==> config.mk <==
export PLATFORM = sky130hd
export DESIGN_NAME = mlp_frame_sequencer
export DESIGN_NICKNAME = d
export VERILOG_FILES = /design/src/rtl/mlp_pkg.sv /design/src/rtl/mlp_lane_packer.sv /design/src/rtl/mlp_frame_sequencer.sv
export SDC_FILE = /design/constraint.sdc
export NUM_CORES = 1
export LEC_CHECK = 0
export CORE_MARGIN = 1.5
export CORE_UTILIZATION = 50
export DETAILED_ROUTE_END_ITERATION = 16
export PLACE_DENSITY = 0.89
export SLEW_MARGIN = 20
export SYNTH_ARGS = -nofsm -noshare
export SYNTH_HDL_FRONTEND = slang
export SYNTH_SLANG_ARGS = --single-unit
==> constraint.sdc <==
create_clock -name clk -period 4.55 [get_ports clk]
set_input_delay 0.91 -clock clk [delete_from_list [all_inputs] [get_ports clk]]
set_output_delay 0.91 -clock clk [all_outputs]
set_load 0.03 [all_outputs]
==> src/rtl/mlp_pkg.sv <==
// Shared definitions for the MLP classifier front-end.
//   - Default frame geometry (feature count, feature width, class width).
//     The classifier generator uses the same constants, so both sides
//     agree on the width of the flat input word.
//   - Sequencer state enum.
//   - Lane-index width helper: $clog2(N_FEAT), at least 1 bit.
package mlp_pkg;

    localparam int MLP_N_FEAT = 4;
    localparam int MLP_FEAT_W = 4;
    localparam int MLP_CLS_W  = 2;

    // A single-lane frame still needs a 1-bit index register.
    function automatic int lane_idx_w(input int n_feat);
        return (n_feat > 1) ? $clog2(n_feat) : 1;
    endfunction

    localparam int MLP_LANE_IDX_W = lane_idx_w(MLP_N_FEAT);

    typedef enum logic [1:0] {
        SEQ_LOAD   = 2'd0,
        SEQ_SETTLE = 2'd1,
        SEQ_HOLD   = 2'd2
    } seq_state_e;

endpackage

==> src/rtl/mlp_lane_packer.sv <==
// Packs a serial feature stream into the classifier's flat input word.
//   clk, rst    : clock, synchronous active-high reset
//   beat_acc    : a feature beat is accepted on this edge
//   feat_data   : feature value of the accepted beat
//   feat_last   : accepted beat is marked as the last of its frame
//   err_clr     : clear the framing-error flag (result captured)
//   lanes       : packed word, lane i in bits [i*FEAT_W +: FEAT_W]
//   frame_end   : the accepted beat closes the frame (combinational)
//   err         : framing error seen in the frame being processed
module mlp_lane_packer
    import mlp_pkg::*;
#(
    parameter int N_FEAT = MLP_N_FEAT,
    parameter int FEAT_W = MLP_FEAT_W
) (
    input  logic                     clk,
    input  logic                     rst,
    input  logic                     beat_acc,
    input  logic [FEAT_W-1:0]        feat_data,
    input  logic                     feat_last,
    input  logic                     err_clr,
    output logic [N_FEAT*FEAT_W-1:0] lanes,
    output logic                     frame_end,
    output logic                     err
);

    localparam int               IDX_W    = lane_idx_w(N_FEAT);
    localparam logic [IDX_W-1:0] LAST_IDX = IDX_W'(N_FEAT - 1);

    logic [IDX_W-1:0] idx;
    logic             at_last_lane;
    logic             bad_framing;

    assign at_last_lane = (idx == LAST_IDX);
    assign frame_end    = beat_acc & (at_last_lane | feat_last);

    // Only meaningful when frame_end is high: on the final lane the beat
    // must carry last (missing last otherwise); before the final lane the
    // frame only ends because last arrived early.
    assign bad_framing = at_last_lane ? ~feat_last : feat_last;

    always_ff @(posedge clk) begin
        if (rst) begin
            idx <= '0;
        end else if (beat_acc) begin
            idx <= frame_end ? '0 : idx + 1'b1;
        end
    end

    // frame_end (LOAD) and err_clr (SETTLE) never coincide.
    always_ff @(posedge clk) begin
        if (rst) begin
            err <= 1'b0;
        end else if (frame_end) begin
            err <= bad_framing;
        end else if (err_clr) begin
            err <= 1'b0;
        end
    end

    // The first beat of a frame also clears the upper lanes, so an early
    // last leaves them at zero instead of stale data from the previous frame.
    always_ff @(posedge clk) begin
        if (rst) begin
            lanes <= '0;
        end else if (beat_acc) begin
            for (int k = 0; k < N_FEAT; k++) begin
                if (idx == IDX_W'(k)) begin
                    lanes[k*FEAT_W +: FEAT_W] <= feat_data;
                end else if (idx == '0) begin
                    lanes[k*FEAT_W +: FEAT_W] <= '0;
                end
            end
        end
    end

endmodule

==> src/rtl/mlp_frame_sequencer.sv <==
// Producer/consumer wrapper around the combinational MLP classifier.
// Collects a frame of features from a serial stream, holds the packed word
// on mlp_inp for SETTLE_CYC cycles, captures mlp_out and returns it on the
// result channel.
//
// Handshakes: a transfer happens on a rising edge where valid and ready are
// both high. A source holds valid and its payload until that edge; ready
// may be low at any time without consequence for the source.
//
//   clk, rst         : clock, synchronous active-high reset
//   feat_valid/ready : feature beat handshake, feat_data/feat_last payload
//   mlp_inp          : packed word to classifier (lane i at [i*FEAT_W +: FEAT_W])
//   mlp_out          : class index from classifier
//   res_valid/ready  : result handshake, res_class/res_err payload
//   frame_cnt        : number of results produced, wraps at 2^CNT_W
module mlp_frame_sequencer
    import mlp_pkg::*;
#(
    parameter int N_FEAT     = MLP_N_FEAT,
    parameter int FEAT_W     = MLP_FEAT_W,
    parameter int CLS_W      = MLP_CLS_W,
    parameter int SETTLE_CYC = 2,
    parameter int CNT_W      = 8
) (
    input  logic                     clk,
    input  logic                     rst,
    input  logic                     feat_valid,
    output logic                     feat_ready,
    input  logic [FEAT_W-1:0]        feat_data,
    input  logic                     feat_last,
    output logic [N_FEAT*FEAT_W-1:0] mlp_inp,
    input  logic [CLS_W-1:0]         mlp_out,
    output logic                     res_valid,
    input  logic                     res_ready,
    output logic [CLS_W-1:0]         res_class,
    output logic                     res_err,
    output logic [CNT_W-1:0]         frame_cnt
);

    localparam int                SCNT_W    = (SETTLE_CYC > 1) ? $clog2(SETTLE_CYC) : 1;
    localparam logic [SCNT_W-1:0] SCNT_LOAD = SCNT_W'(SETTLE_CYC - 1);

    seq_state_e        state;
    seq_state_e        state_nxt;
    logic [SCNT_W-1:0] settle_cnt;
    logic              beat_acc;
    logic              frame_end;
    logic              capture;
    logic              err;

    mlp_lane_packer #(
        .N_FEAT (N_FEAT),
        .FEAT_W (FEAT_W)
    ) u_packer (
        .clk       (clk),
        .rst       (rst),
        .beat_acc  (beat_acc),
        .feat_data (feat_data),
        .feat_last (feat_last),
        .err_clr   (capture),
        .lanes     (mlp_inp),
        .frame_end (frame_end),
        .err       (err)
    );

    // State register
    always_ff @(posedge clk) begin
        if (rst) begin
            state <= SEQ_LOAD;
        end else begin
            state <= state_nxt;
        end
    end

    // Next-state logic
    always_comb begin
        state_nxt = state;
        case (state)
            SEQ_LOAD:   if (frame_end)          state_nxt = SEQ_SETTLE;
            SEQ_SETTLE: if (settle_cnt == '0)   state_nxt = SEQ_HOLD;
            SEQ_HOLD:   if (res_ready)          state_nxt = SEQ_LOAD;
            default:                            state_nxt = SEQ_LOAD;
        endcase
    end

    // State-decoded outputs and strobes
    always_comb begin
        feat_ready = (state == SEQ_LOAD);
        beat_acc   = feat_ready & feat_valid;
        capture    = (state == SEQ_SETTLE) && (settle_cnt == '0);
    end

    // Settle counter: loaded on frame end so the capture lands exactly
    // SETTLE_CYC edges after the edge that accepted the final beat.
    always_ff @(posedge clk) begin
        if (rst) begin
            settle_cnt <= '0;
        end else if (frame_end) begin
            settle_cnt <= SCNT_LOAD;
        end else if (state == SEQ_SETTLE && settle_cnt != '0) begin
            settle_cnt <= settle_cnt - 1'b1;
        end
    end

    // Result register
    always_ff @(posedge clk) begin
        if (rst) begin
            res_valid <= 1'b0;
            res_class <= '0;
            res_err   <= 1'b0;
            frame_cnt <= '0;
        end else if (capture) begin
            res_valid <= 1'b1;
            res_class <= mlp_out;
            res_err   <= err;
            frame_cnt <= frame_cnt + 1'b1;
        end else if (state == SEQ_HOLD && res_ready) begin
            res_valid <= 1'b0;
        end
    end

endmodule

==> reports/results.ini <==
[run_status]
status=finished clean

[die]
fp.dieW_um=56.8
start_util_pct=52.5
core_um2=2760
fp.dieArea_um2=3230
die_y_um=56.8
io_pins=40
rows=19

[setup_path]
slowest_stage=dfxtp_1
cp-end-kind=output port
crit_buf_inv=1
slowest_delay_ns=0.62
critical_path.top_delay_family=flip-flops
worstSetupPathType=register to output port
start_kind=register
crit_path_cell_trace=nor2_1 -> clkdlybuf4s50_1
worstPathRequired_ns=3.64
crit_arrival_ns=1.63
path_max_fanout=14

[logic_synthesis]
ys_async_sr_fraction_pct=0
ys_ff_latch=34
netlist_area_um2=1450
synth_area_per_cell_um2=8.57
synth-edff-count=0
synth_cell_type_count=26
synthesis.nets=186
syn_inst=169
synth_warnings=0
synth_ff_type=dfxtp_1
yosysSeqAreaShare_pct=47.0

[power]
cellPowerDensity_nw_per_um2=312
ir_drop_uv=239
leakage_nw=0.650

[timing]
hold_violations=0
tightestPinTransition_ns=0.774
final-max-slew-violation-count=0
slew_headroom_pct=48.3
rsz0062_at_grt=false
setup_slack_ns=2.01
clock.fmax_mhz=394
min_period_over_period_pct=55.8
setup_tns_ns=0
fin_skew_ns=0.00458
setup_viol_count_final=0
finalCriticalPeriod_ns=2.54

[drt]
antenna_left=0
dr.pass1.iters=5
route.detailed.vias_per_inst=5.83
drt-initial-drc-count=45
vias=1376
wl_per_cell_um=14.9
wl_um=3520
post-route-drc-count=0

[clocking]
postCtsSetupBuffers=0
cts_root_buf=clkbuf_4
postCtsHoldBufs=0
insertion_delay_ns=0.34
clk_pin_slew_ns=0.10
cts_tree=yes
cts_made_buffers=5
cts_max_path_buffers=2
h-tree-depth=2
cts.repair.resized=0
cts_sinks=34

[layout]
nets=221
layout_commonest_cell=clkdlybuf4s50_1
area_growth_pct=32.5
fillers=231
layout.cells.non_filler=236
final_cell_mix=clkdlybuf4s50_1 (38), dfxtp_1 (34), a21oi_1 (27)
post-route-util_pct=69.6
diodes=0
drive_gt1_share_pct=6.83

[placed_design]
dp_worst_setup_slack_ns=1.64
port_buffers=39
place.gp.congestion=0.844
dp_hpwl_um=2450
dp.cells=228

[job]
cap_violations=0

[global_route]
grt_pass1_wl_um=5740
grt_pass1_vias=1350
antenna_found_initial=0
gr-usage-all-layers_pct=22.9
grt_overflow=0
grt_max_degree=35

[min_path]
hold_path_class=register to register

==> registers in the layout, indices dropped and copies added (netlist names) <==
signal,cells
res_err,1
res_valid,1
res_class,2
state,2
settle_cnt,1
u_packer.idx,2
u_packer.lanes,16
frame_cnt,8
u_packer.err,1
==> power by group <==
| part | internal, W | switching, W |
|---|---|---|
| clock | 0.000106 | 0.000101 |
| sequential | 0.000306 | 0.00000846 |
| combinational | 0.0000321 | 0.0000453 |
| total | 0.000443 | 0.000154 |
==> cell type report <==
| class | count | area (um^2) | area share (%) |
|---|---|---|---|
| timing repair buffer | 39 | 385 | 20.1 |
| tap | 31 | 38.8 | 2.02 |
| multi-input combinational | 119 | 716 | 37.3 |
| sequential | 34 | 681 | 35.5 |
| inverter | 5 | 18.8 | 0.978 |
| clock buffer | 8 | 78.8 | 4.11 |
==> metal layers <==
| layer | global-route usage (%) | part of all wire, % | routed length, um |
|---|---|---|---|
| met2 | 37.5 | 48 | 1700 |
| met1 | 25.3 | 42 | 1480 |
| met4 | 15.0 | 4.2 | 146 |
| met3 | 7.37 | 5.3 | 188 |
| met5 | 0 | 0 | 0 |
==> cell families (layout without fill, tap and decap cells) <==
kind of cell,Yosys count,in the layout,synth area share [%]
DFF,34,34,47.0
adders and majority gates,6,6,5.19
xor gates and xnor gates,2,2,1.21
AOI/OAI and AO/OA,46,46,16.8
muxes,4,4,2.77
buffers and inverters,16,52,4.32
and+or+nand+nor,61,61,22.7
==> metrics by stage <==
stage | power, W | instance area, um^2 | hold slack, ns
after global routing | 0.000618 | 1920 | 0.501
final | 0.000598 | 1920 | 0.459
after CTS | 0.000597 | 1910 | 0.460
after floorplan | 0.000367 | 1450 | 0.432
after detailed placement | 0.000397 | 1830 | 0.447
after global placement | 0.000394 | 1830 | 0.442
==> worst min-delay path: cells and delay by family, from the launching register on <==
| family | cells | cell delay [ns] |
|---|---|---|
| compound gates | 1 | 0.05 |
| flops | 1 | 0.32 |
| simple gates | 1 | 0.05 |
==> cells in the mapped netlist (2+ instances only) <==
cell / n / area [um^2]
ha_1: 6 / 75.1
o31ai_1: 4 / 30.0
nand2_1: 14 / 52.6
nand3_1: 15 / 75.1
a21oi_1: 27 / 135
xnor2_1: 2 / 17.5
mux2i_1: 4 / 40.0
nor3_1: 2 / 10.0
nand4_1: 2 / 12.5
or3b_2: 2 / 17.5
o21ai_0: 14 / 70.1
inv_1: 5 / 18.8
dfxtp_1: 34 / 681
clkbuf_1: 9 / 33.8
or4_1: 4 / 30.0
buf_2: 2 / 10.0
nor3b_1: 4 / 30.0
nor2_1: 11 / 41.3
==> final timing paths <==
path / from / to / slack [ns] / cells past startpoint
setup / recovery: state[1] / feat_ready / 2.01 / 2
hold / removal: res_class[1] / res_class[1] / 0.46 / 2
setup reg to reg: state[0] / frame_cnt[5] / 2.60 / 3
hold reg to reg: res_class[1] / res_class[1] / 0.46 / 2
No activity file was read; power rests on OpenSTA's default activity.
